<file path="src/rtl/piso_pkg.sv">
// Shared definitions for the PISO serializer: FSM state encoding and a
// constant ceil-log2 helper used to size the bit counter.
package piso_pkg;

    typedef enum logic {
        ST_IDLE  = 1'b0,
        ST_SHIFT = 1'b1
    } state_e;

    function automatic int unsigned clog2(input int unsigned value);
        int unsigned v;
        int unsigned r;
        v = value - 1;
        r = 0;
        while (v > 0) begin
            r++;
            v = v >> 1;
        end
        return r;
    endfunction

endpackage

</file>
<file path="src/rtl/piso_shift_core.sv">
// Load/shift register for the serializer; zero-fills vacated bits and
// presents the output-end bit as sout.
module piso_shift_core #(
    parameter int unsigned WIDTH     = 8,
    parameter bit          LSB_FIRST = 1'b0
) (
    input  logic             clk,
    input  logic             reset,
    input  logic             load,
    input  logic             shift,
    input  logic [WIDTH-1:0] din,
    output logic             sout
);

    logic [WIDTH-1:0] shreg_d;
    logic [WIDTH-1:0] shreg_q;

    always_comb begin
        shreg_d = shreg_q;
        if (load) begin
            shreg_d = din;
        end else if (shift) begin
            if (LSB_FIRST) begin
                shreg_d = {1'b0, shreg_q[WIDTH-1:1]};
            end else begin
                shreg_d = {shreg_q[WIDTH-2:0], 1'b0};
            end
        end
    end

    always_ff @(posedge clk or posedge reset) begin
        if (reset) begin
            shreg_q <= '0;
        end else begin
            shreg_q <= shreg_d;
        end
    end

    assign sout = LSB_FIRST ? shreg_q[0] : shreg_q[WIDTH-1];

endmodule

</file>
<file path="src/rtl/piso_serializer.sv">
// Parallel-in/serial-out transmitter: valid/ready word intake, one bit per
// shift_en strike, ser_frame while bits are on the line, done after the last bit.
module piso_serializer
    import piso_pkg::*;
#(
    parameter int unsigned WIDTH     = 8,
    parameter bit          LSB_FIRST = 1'b0
) (
    input  logic             clk,
    input  logic             reset,
    input  logic             load_valid,
    output logic             load_ready,
    input  logic [WIDTH-1:0] load_data,
    input  logic             shift_en,
    output logic             ser_out,
    output logic             ser_frame,
    output logic             done
);

    localparam int unsigned          CNT_W = clog2(WIDTH);
    localparam logic [CNT_W-1:0]     LAST  = CNT_W'(WIDTH - 1);

    state_e            state_q;
    state_e            state_d;
    logic [CNT_W-1:0]  count_q;
    logic [CNT_W-1:0]  count_d;
    logic              done_q;
    logic              done_d;
    logic              last_bit;
    logic              xfer;
    logic              core_load;
    logic              core_shift;

    always_comb begin
        last_bit   = (state_q == ST_SHIFT) && shift_en && (count_q == LAST);
        load_ready = (state_q == ST_IDLE) || last_bit;
        xfer       = load_valid && load_ready;

        state_d    = state_q;
        count_d    = count_q;
        done_d     = 1'b0;
        core_load  = xfer;
        core_shift = 1'b0;

        unique case (state_q)
            ST_IDLE: begin
                if (xfer) begin
                    state_d = ST_SHIFT;
                    count_d = '0;
                end
            end
            ST_SHIFT: begin
                if (shift_en) begin
                    if (last_bit) begin
                        done_d  = 1'b1;
                        count_d = '0;
                        // Exiting shifts out the last bit so ser_out idles at zero.
                        if (!xfer) begin
                            state_d    = ST_IDLE;
                            core_shift = 1'b1;
                        end
                    end else begin
                        count_d    = count_q + CNT_W'(1);
                        core_shift = 1'b1;
                    end
                end
            end
        endcase
    end

    always_ff @(posedge clk or posedge reset) begin
        if (reset) begin
            state_q <= ST_IDLE;
            count_q <= '0;
            done_q  <= 1'b0;
        end else begin
            state_q <= state_d;
            count_q <= count_d;
            done_q  <= done_d;
        end
    end

    piso_shift_core #(
        .WIDTH     (WIDTH),
        .LSB_FIRST (LSB_FIRST)
    ) u_core (
        .clk   (clk),
        .reset (reset),
        .load  (core_load),
        .shift (core_shift),
        .din   (load_data),
        .sout  (ser_out)
    );

    assign ser_frame = (state_q == ST_SHIFT);
    assign done      = done_q;

endmodule

</file>
<file path="config.mk">
export PLATFORM = sky130hd
export DESIGN_NAME = piso_serializer
export DESIGN_NICKNAME = d
export VERILOG_FILES = /design/src/rtl/piso_pkg.sv /design/src/rtl/piso_shift_core.sv /design/src/rtl/piso_serializer.sv
export SDC_FILE = /design/constraint.sdc
export NUM_CORES = 1
export LEC_CHECK = 0
export ABC_AREA = 1
export CAP_MARGIN = 20
export CORE_ASPECT_RATIO = 0.7
export CORE_MARGIN = 1.5
export CORE_UTILIZATION = 35
export CTS_BUF_LIST = sky130_fd_sc_hd__clkbuf_4 sky130_fd_sc_hd__clkbuf_8
export DETAILED_ROUTE_END_ITERATION = 16
export PLACE_DENSITY_LB_ADDON = 0.25
export SYNTH_ARGS = -nofsm -noshare
export SYNTH_HDL_FRONTEND = slang
export SYNTH_SLANG_ARGS = --single-unit
</file>
<file path="constraint.sdc">
create_clock -name clk -period 2.09 [get_ports clk]
set_input_delay 0.627 -clock clk [delete_from_list [all_inputs] [get_ports clk]]
set_output_delay 0.627 -clock clk [all_outputs]
set_load 0.02 [all_outputs]
</file>
==> flow_metrics.py, run 1 <==
metrics = {
    "floorplanning": {
        "floorplan.initialDensity": 0.369,
        "top_level_ports": 16,
        "die_width_um": 55.9,
        "floorplan.die_area_mm2": 0.00223,
        "placementRows": 13,
        "chipHeight_um": 40.0,
        "core_mm2": 0.00185,
    },
    "timing": {
        "hold_violations": 0,
        "rsz0062_at_grt": "false",
        "worst_clock_skew_ns": 0.00262,
        "slew_viol_final": 0,
        "setup_viol": 0,
        "postLayoutSetupSlackWorst_ns": 0.0772,
        "final_period_minus_worst_setup_slack_ns": 2.01,
        "least_margin_pin_slew_ns": 0.490,
        "timing.fmax_mhz": 497,
        "period_share": 0.963,
        "finalHoldWorstSlack_ns": 0.481,
        "timing.max_slew.rel_slack": 0.673,
        "fin_setup_tns_ns": 0,
    },
    "critical_path": {
        "cp.required_ns": 1.46,
        "worst_path_arrival_ns": 1.39,
        "crit_path_start_kind": "register",
        "worstSetupEndpointType": "primary output",
        "worst-path-max-fanout": 2,
        "path_cells": "ha_1 > ha_1 > nand3_2 > nand2_2 > buf_4",
        "cpMostUsedCell": "sky130_fd_sc_hd__ha_1",
        "timing.critical_path.buf_inv": 1,
        "timing.critical_path.slowest_stage_cell": "sky130_fd_sc_hd__dfrtp_1",
        "critical-path-top-delay-family": "flip-flops",
        "timing.setup.critical_path_class": "register to primary output",
        "worst_path_largest_cell_delay_ns": 0.40,
    },
    "layout": {
        "area_delta_synth_final_pct": 31.6,
        "finalNetCount": 122,
        "nFillCells": 188,
        "antenna_cells": 0,
        "final_layout_size_suffix_gt1_frac": 0.140,
        "postLayoutCoreUtil": 0.486,
    },
    "run": {
        "maxCapViolations": 0,
    },
    "placement": {
        "globalplace.congestion": 0.747,
        "placement.io_buffers": 15,
        "preCtsSetupSlack_ns": -0.458,
        "detailed_place_hpwl_um": 939,
    },
    "synth": {
        "post_synth_inst_count": 86,
        "yosysUniqueCellTypes": 13,
        "ys_ff_latch": 13,
        "mappedNetlistNets": 100,
        "synth.yosys.seq_area_share": 0.475,
        "post_synth.cell_area_avg_um2": 7.96,
        "yosys_warnings": 0,
        "netlist_area_um2": 684,
    },
    "clock_network": {
        "cts_hold_fix_bufs": 0,
        "clock_tree.root_cell": "sky130_fd_sc_hd__clkbuf_4",
        "clock_latency_ns": 0.28,
        "number_of_buffers_created_by_cts": 3,
        "clock_tree_buffer_depth": 2,
        "h-tree-depth": 1,
        "clkTransAtPathRegs_ns": 0.08,
        "cts.sink_count": 13,
        "tritoncts": "yes",
    },
    "routing": {
        "top_layer_used": "met4",
        "detail_route.iter0.violations": 22,
        "dr_total_vias": 565,
        "routed_wl_mm": 1.30,
        "average_vias_per_placed_instance": 4.38,
        "wire_per_inst_um": 10.0,
        "routed-wl-met2_um": 521,
        "postRouteAntennaNets": 0,
        "drc_errors": 0,
        "route.layer.met1.wl_um": 680,
        "firstDrtPassIters": 4,
        "sum_of_met3_wire_segment_lengths_after_detailed_routing_um": 82,
    },
    "run_status": {
        "outcome": "finished, final reports clean",
    },
    "global_routing": {
        "gr-usage-all-layers": 0.143,
        "initial_antenna_violation_count": 0,
        "grt_pass1_vias": 504,
        "grt_start_max_net_pins": 14,
        "overflow": 0,
        "grt_pass1_wl_mm": 2.30,
    },
    "pwr": {
        "report.power.total_w": 0.000828,
        "power.ir.vdd_worst_mv": 0.578,
        "leakage_nw": 0.509,
        "power_per_cell_area_mw_per_mm2": 919,
    },
    "hold_path": {
        "timing.hold.worst.class": "register to register",
    },
}
timing repair:
| item | 4_1_cts | 5_1_grt |
|---|---|---|
| pin swaps | 0 | 0 |
| setup endpoints to repair | 1 | 2 |
| gates resized for setup | 5 | 2 |
| buffers inserted | 0 | 0 |
cells in the mapped netlist (all sizes together):
master	number	area, um^2
buf	2	22.5
dfrtp	13	325
ha	2	25.0
inv	18	70.1
nand2	30	118
nand3	17	90.1
o21ai	3	26.3
o31ai	1	7.51
worst min-delay path, stage by stage (launching register included):
cell and delay (ns):
sky130_fd_sc_hd__dfrtp_1 0.35, sky130_fd_sc_hd__nand2_1 0.05, sky130_fd_sc_hd__nand2_1 0.05
layout make-up:
cell class                      count  area, um^2  area share
Sequential cell                    13         327       0.362
Timing Repair Buffer               19         180       0.200
Clock buffer                        4        30.0      0.0333
Tap cell                           22        27.5      0.0306
Multi-Input combinational cell     53         267       0.296
Inverter                           18        70.1      0.0778
kinds of logic (layout without fill, tap and decap cells):
family | count (synthesis) | after routing | share of synthesized area
compound gates | 4 | 4 | 0.0494
fa+ha+maj | 2 | 2 | 0.0366
buf+inv | 20 | 41 | 0.135
flops | 13 | 13 | 0.475
simple gates | 47 | 47 | 0.303
flip-flops by register name, indices dropped and copies added, names as in the netlist:
register	count
u_core.shreg_q	8
ser_frame	1
count_q	3
done	1
report_power, final:
group | switching (W) | internal [W] | total (W)
sequential | 0.0000451 | 0.000332 | 0.000377
combinational | 0.000147 | 0.000133 | 0.000280
clock | 0.0000834 | 0.0000871 | 0.000171
total | 0.000276 | 0.000552 | 0.000828
metrics by stage:
step,area [um^2],cells
2_1_floorplan,684,86
3_3_place_gp,870,125
3_5_place_dp,870,125
4_1_cts,897,129
5_1_grt,901,129
6_report,901,129
worst paths after layout:
| check | startpoint | to | slack, ns | cells past startpoint |
|---|---|---|---|---|
| max | count_q[0] | load_ready | 0.08 | 5 |
| min | u_core.shreg_q[7] | u_core.shreg_q[7] | 0.48 | 2 |
| max reg2reg | count_q[0] | u_core.shreg_q[7] | 0.54 | 9 |
| min reg2reg | u_core.shreg_q[7] | u_core.shreg_q[7] | 0.48 | 2 |
| max in group asynchronous | reset | ser_frame | 1.06 | 2 |
| min in group asynchronous | reset | u_core.shreg_q[4] | 0.67 | 2 |
routing by layer:
metal / global-route usage / vias up
met5: 0 / -
met4: 0.0536 / 0
met3: 0.0710 / 2
met2: 0.217 / 13
met1: 0.181 / 245
li1: - / 305
layout by cell type (no fill, tap or decap):
cell	instances
sky130_fd_sc_hd__buf_4	5
sky130_fd_sc_hd__clkbuf_4	4
sky130_fd_sc_hd__clkdlybuf4s50_1	13
sky130_fd_sc_hd__dfrtp_1	12
sky130_fd_sc_hd__dfrtp_2	1
sky130_fd_sc_hd__dlymetal6s2s_1	1
sky130_fd_sc_hd__ha_1	2
sky130_fd_sc_hd__inv_1	17
sky130_fd_sc_hd__inv_4	1
sky130_fd_sc_hd__nand2_1	28
sky130_fd_sc_hd__nand2_2	2
sky130_fd_sc_hd__nand3_1	16
sky130_fd_sc_hd__nand3_2	1
sky130_fd_sc_hd__o21ai_0	1
sky130_fd_sc_hd__o21ai_1	1
sky130_fd_sc_hd__o21ai_4	1
sky130_fd_sc_hd__o31ai_1	1
(Power assumes the default switching activity.)
==> inputs of run 2 (changes only) <==
Settings changed: CAP_MARGIN 20 to not set, TNS_END_PERCENT set to 30.
==> results of run 2 <==
The final DEF is identical to that of run 1; final timing and power are the same.
==> inputs of run 3 (changes only) <==
Clock period 2.09 ns to 1.9 ns, I/O delays scaled along.
==> run 3 against run 2 <==
Compared with the run above:
- sequential cell count unchanged
- power increased by 16%
- clock-buffer cell count unchanged
- first-iteration DRC count decreased by 27%
- highest routed layer unchanged
==> flow_metrics.py, run 3 (synthesis results as in run 1) <==
metrics = {
    "layout": {
        "finalNetCount": 123,
        "final_layout_size_suffix_gt1_frac": 0.157,
        "nFillCells": 178,
        "largest_register_ff_count": 8,
        "postLayoutCoreUtil": 0.503,
        "largest-register": "u_core.shreg_q",
        "antenna_cells": 0,
        "final_common_cell": "sky130_fd_sc_hd__nand2_1",
        "biggestRegsByFlops": "u_core.shreg_q x8, count_q x3",
        "most-common-layout-cells": "sky130_fd_sc_hd__nand2_1 (28), sky130_fd_sc_hd__inv_1 (17), sky130_fd_sc_hd__nand3_1 (16), sky130_fd_sc_hd__dfrtp_1 (13), sky130_fd_sc_hd__clkdlybuf4s50_1 (12)",
        "area.sequential_um2": 325,
        "area_delta_synth_final_pct": 36.4,
        "post_layout_cell_count": 130,
        "finish.instance_area_um2": 933,
        "multiInputGateArea_um2": 294,
    },
    "clock_network": {
        "clock_latency_ns": 0.28,
        "h-tree-depth": 1,
        "cts.sink_count": 13,
        "number_of_buffers_created_by_cts": 3,
        "clock_tree.root_cell": "sky130_fd_sc_hd__clkbuf_4",
        "clkTransAtPathRegs_ns": 0.09,
        "cts_hold_fix_bufs": 0,
        "tritoncts": "yes",
        "clock_tree_buffer_depth": 2,
    },
    "timing": {
        "rsz0062_at_grt": "true",
        "fin_setup_tns_ns": 0,
        "setup_viol": 0,
        "period_share": 0.993,
        "final_period_minus_worst_setup_slack_ns": 1.89,
        "postLayoutSetupSlackWorst_ns": 0.0141,
        "timing.fmax_mhz": 530,
        "slew_viol_final": 0,
        "timing.max_slew.rel_slack": 0.647,
        "least_margin_pin_slew_ns": 0.529,
        "hold_violations": 0,
        "worst_clock_skew_ns": 0.00420,
    },
    "critical_path": {
        "worst_path_arrival_ns": 1.32,
        "r2r_start": "count_q[1]",
        "cp.required_ns": 1.33,
        "crit_path_start_kind": "register",
        "worstSetupEndpointType": "primary output",
        "worst-path-max-fanout": 2,
        "timing.setup.critical_path_class": "register to primary output",
        "setup.worst_path.start": "count_q[1]",
    },
    "global_routing": {
        "grt_pass1_vias": 534,
        "grt_most_used_layer": "met2",
        "m1_gr_usage": 0.185,
        "grtUsageMet3": 0.0742,
        "overflow": 0,
        "grt_use_met2": 0.223,
        "grt_pass1_wl_mm": 2.31,
        "gr-usage-all-layers": 0.145,
        "initial_antenna_violation_count": 0,
        "grt_start_max_net_pins": 14,
    },
    "floorplanning": {
        "floorplan.die_area_mm2": 0.00223,
        "die_width_um": 55.9,
        "floorplan.initialDensity": 0.369,
        "top_level_ports": 16,
        "placementRows": 13,
        "core_mm2": 0.00185,
        "chipHeight_um": 40.0,
    },
    "routing": {
        "firstDrtPassIters": 4,
        "average_vias_per_placed_instance": 4.49,
        "wire_per_inst_um": 10.5,
        "dr_total_vias": 584,
        "routed_wl_mm": 1.37,
        "detail_route.iter0.violations": 16,
        "drc_errors": 0,
        "postRouteAntennaNets": 0,
    },
    "pwr": {
        "share_seq_of_total_power": 0.438,
        "p_switching_w": 0.000328,
        "power.ir.vdd_worst_mv": 0.650,
        "power.share.combinational": 0.364,
        "internal_power_w": 0.000633,
        "power_per_cell_area_mw_per_mm2": 1030,
        "leakage_nw": 0.502,
        "portion_of_total_power_attributed_to_the_clock_network": 0.198,
        "power.share.switching": 0.342,
    },
    "placement": {
        "globalplace.congestion": 0.758,
        "preCtsSetupSlack_ns": -0.552,
        "placement.io_buffers": 15,
        "detailed_place_hpwl_um": 921,
        "area_after_detailed_placement_um2": 862,
        "placed_cells_incl_taps": 124,
    },
    "hold_path": {
        "timing.hold.worst.class": "register to register",
        "hold_path_startpoint": "u_core.shreg_q[7]",
    },
    "run": {
        "maxCapViolations": 0,
    },
    "run_status": {
        "outcome": "finished, final reports clean",
    },
}
==> run 3: metal layers <==
| layer | vias to the layer above | wire length (um) |
|---|---|---|
| li1 | 308 | - |
| met4 | 0 | 11 |
| met1 | 257 | 681 |
| met3 | 2 | 105 |
| met2 | 17 | 567 |
| met5 | - | 0 |
==> run 3: timing repair <==
action | 4_1_cts | 5_1_grt
cloned | 0 | 0
resized for setup | 10 | 3
endpoints found under the setup margin | 2 | 1
pin swaps | 0 | 1
setup buffers | 0 | 2
==> run 3: layout make-up <==
class	instances	area share
clock buffers	4	0.0322
inverters	18	0.0751
multi-input cells	53	0.315
flip-flops and latches	13	0.349
well taps	22	0.0295
repair buffers	20	0.200
==> run 3: stage by stage <==
stage | total power [W] | hold slack (ns)
floorplan | 0.000622 | 0.446
detailed placement | 0.000732 | 0.468
global route | 0.00105 | 0.519
CTS | 0.000928 | 0.489
global placement | 0.000724 | 0.462
finish | 0.000961 | 0.490
==> run 3: worst max-delay path, stage by stage, from the launching register on <==
cell,delay [ns]
sky130_fd_sc_hd__dfrtp_1,0.39
sky130_fd_sc_hd__ha_2,0.20
sky130_fd_sc_hd__ha_4,0.17
sky130_fd_sc_hd__nand3_4,0.09
sky130_fd_sc_hd__nand2_4,0.05
sky130_fd_sc_hd__buf_6,0.14
==> run 3: power by group through the flow <==
stage | Combinational (W) | Sequential, W | Clock, W
global placement | 0.000308 | 0.000416 | 0
CTS | 0.000318 | 0.000414 | 0.000196
global route | 0.000402 | 0.000433 | 0.000212
floorplan | 0.000197 | 0.000426 | 0
finish | 0.000350 | 0.000421 | 0.000191
detailed placement | 0.000313 | 0.000419 | 0
==> run 3: final timing paths <==
check	end	slack, ns	cells after the start
worst min-delay path	u_core.shreg_q[7]	0.49	2
max in group asynchronous	u_core.shreg_q[2]	0.93	2
min in group asynchronous	u_core.shreg_q[7]	0.62	2
worst max-delay path	load_ready	0.01	5
worst min register to register	u_core.shreg_q[7]	0.49	2
worst max register to register	u_core.shreg_q[6]	0.39	9
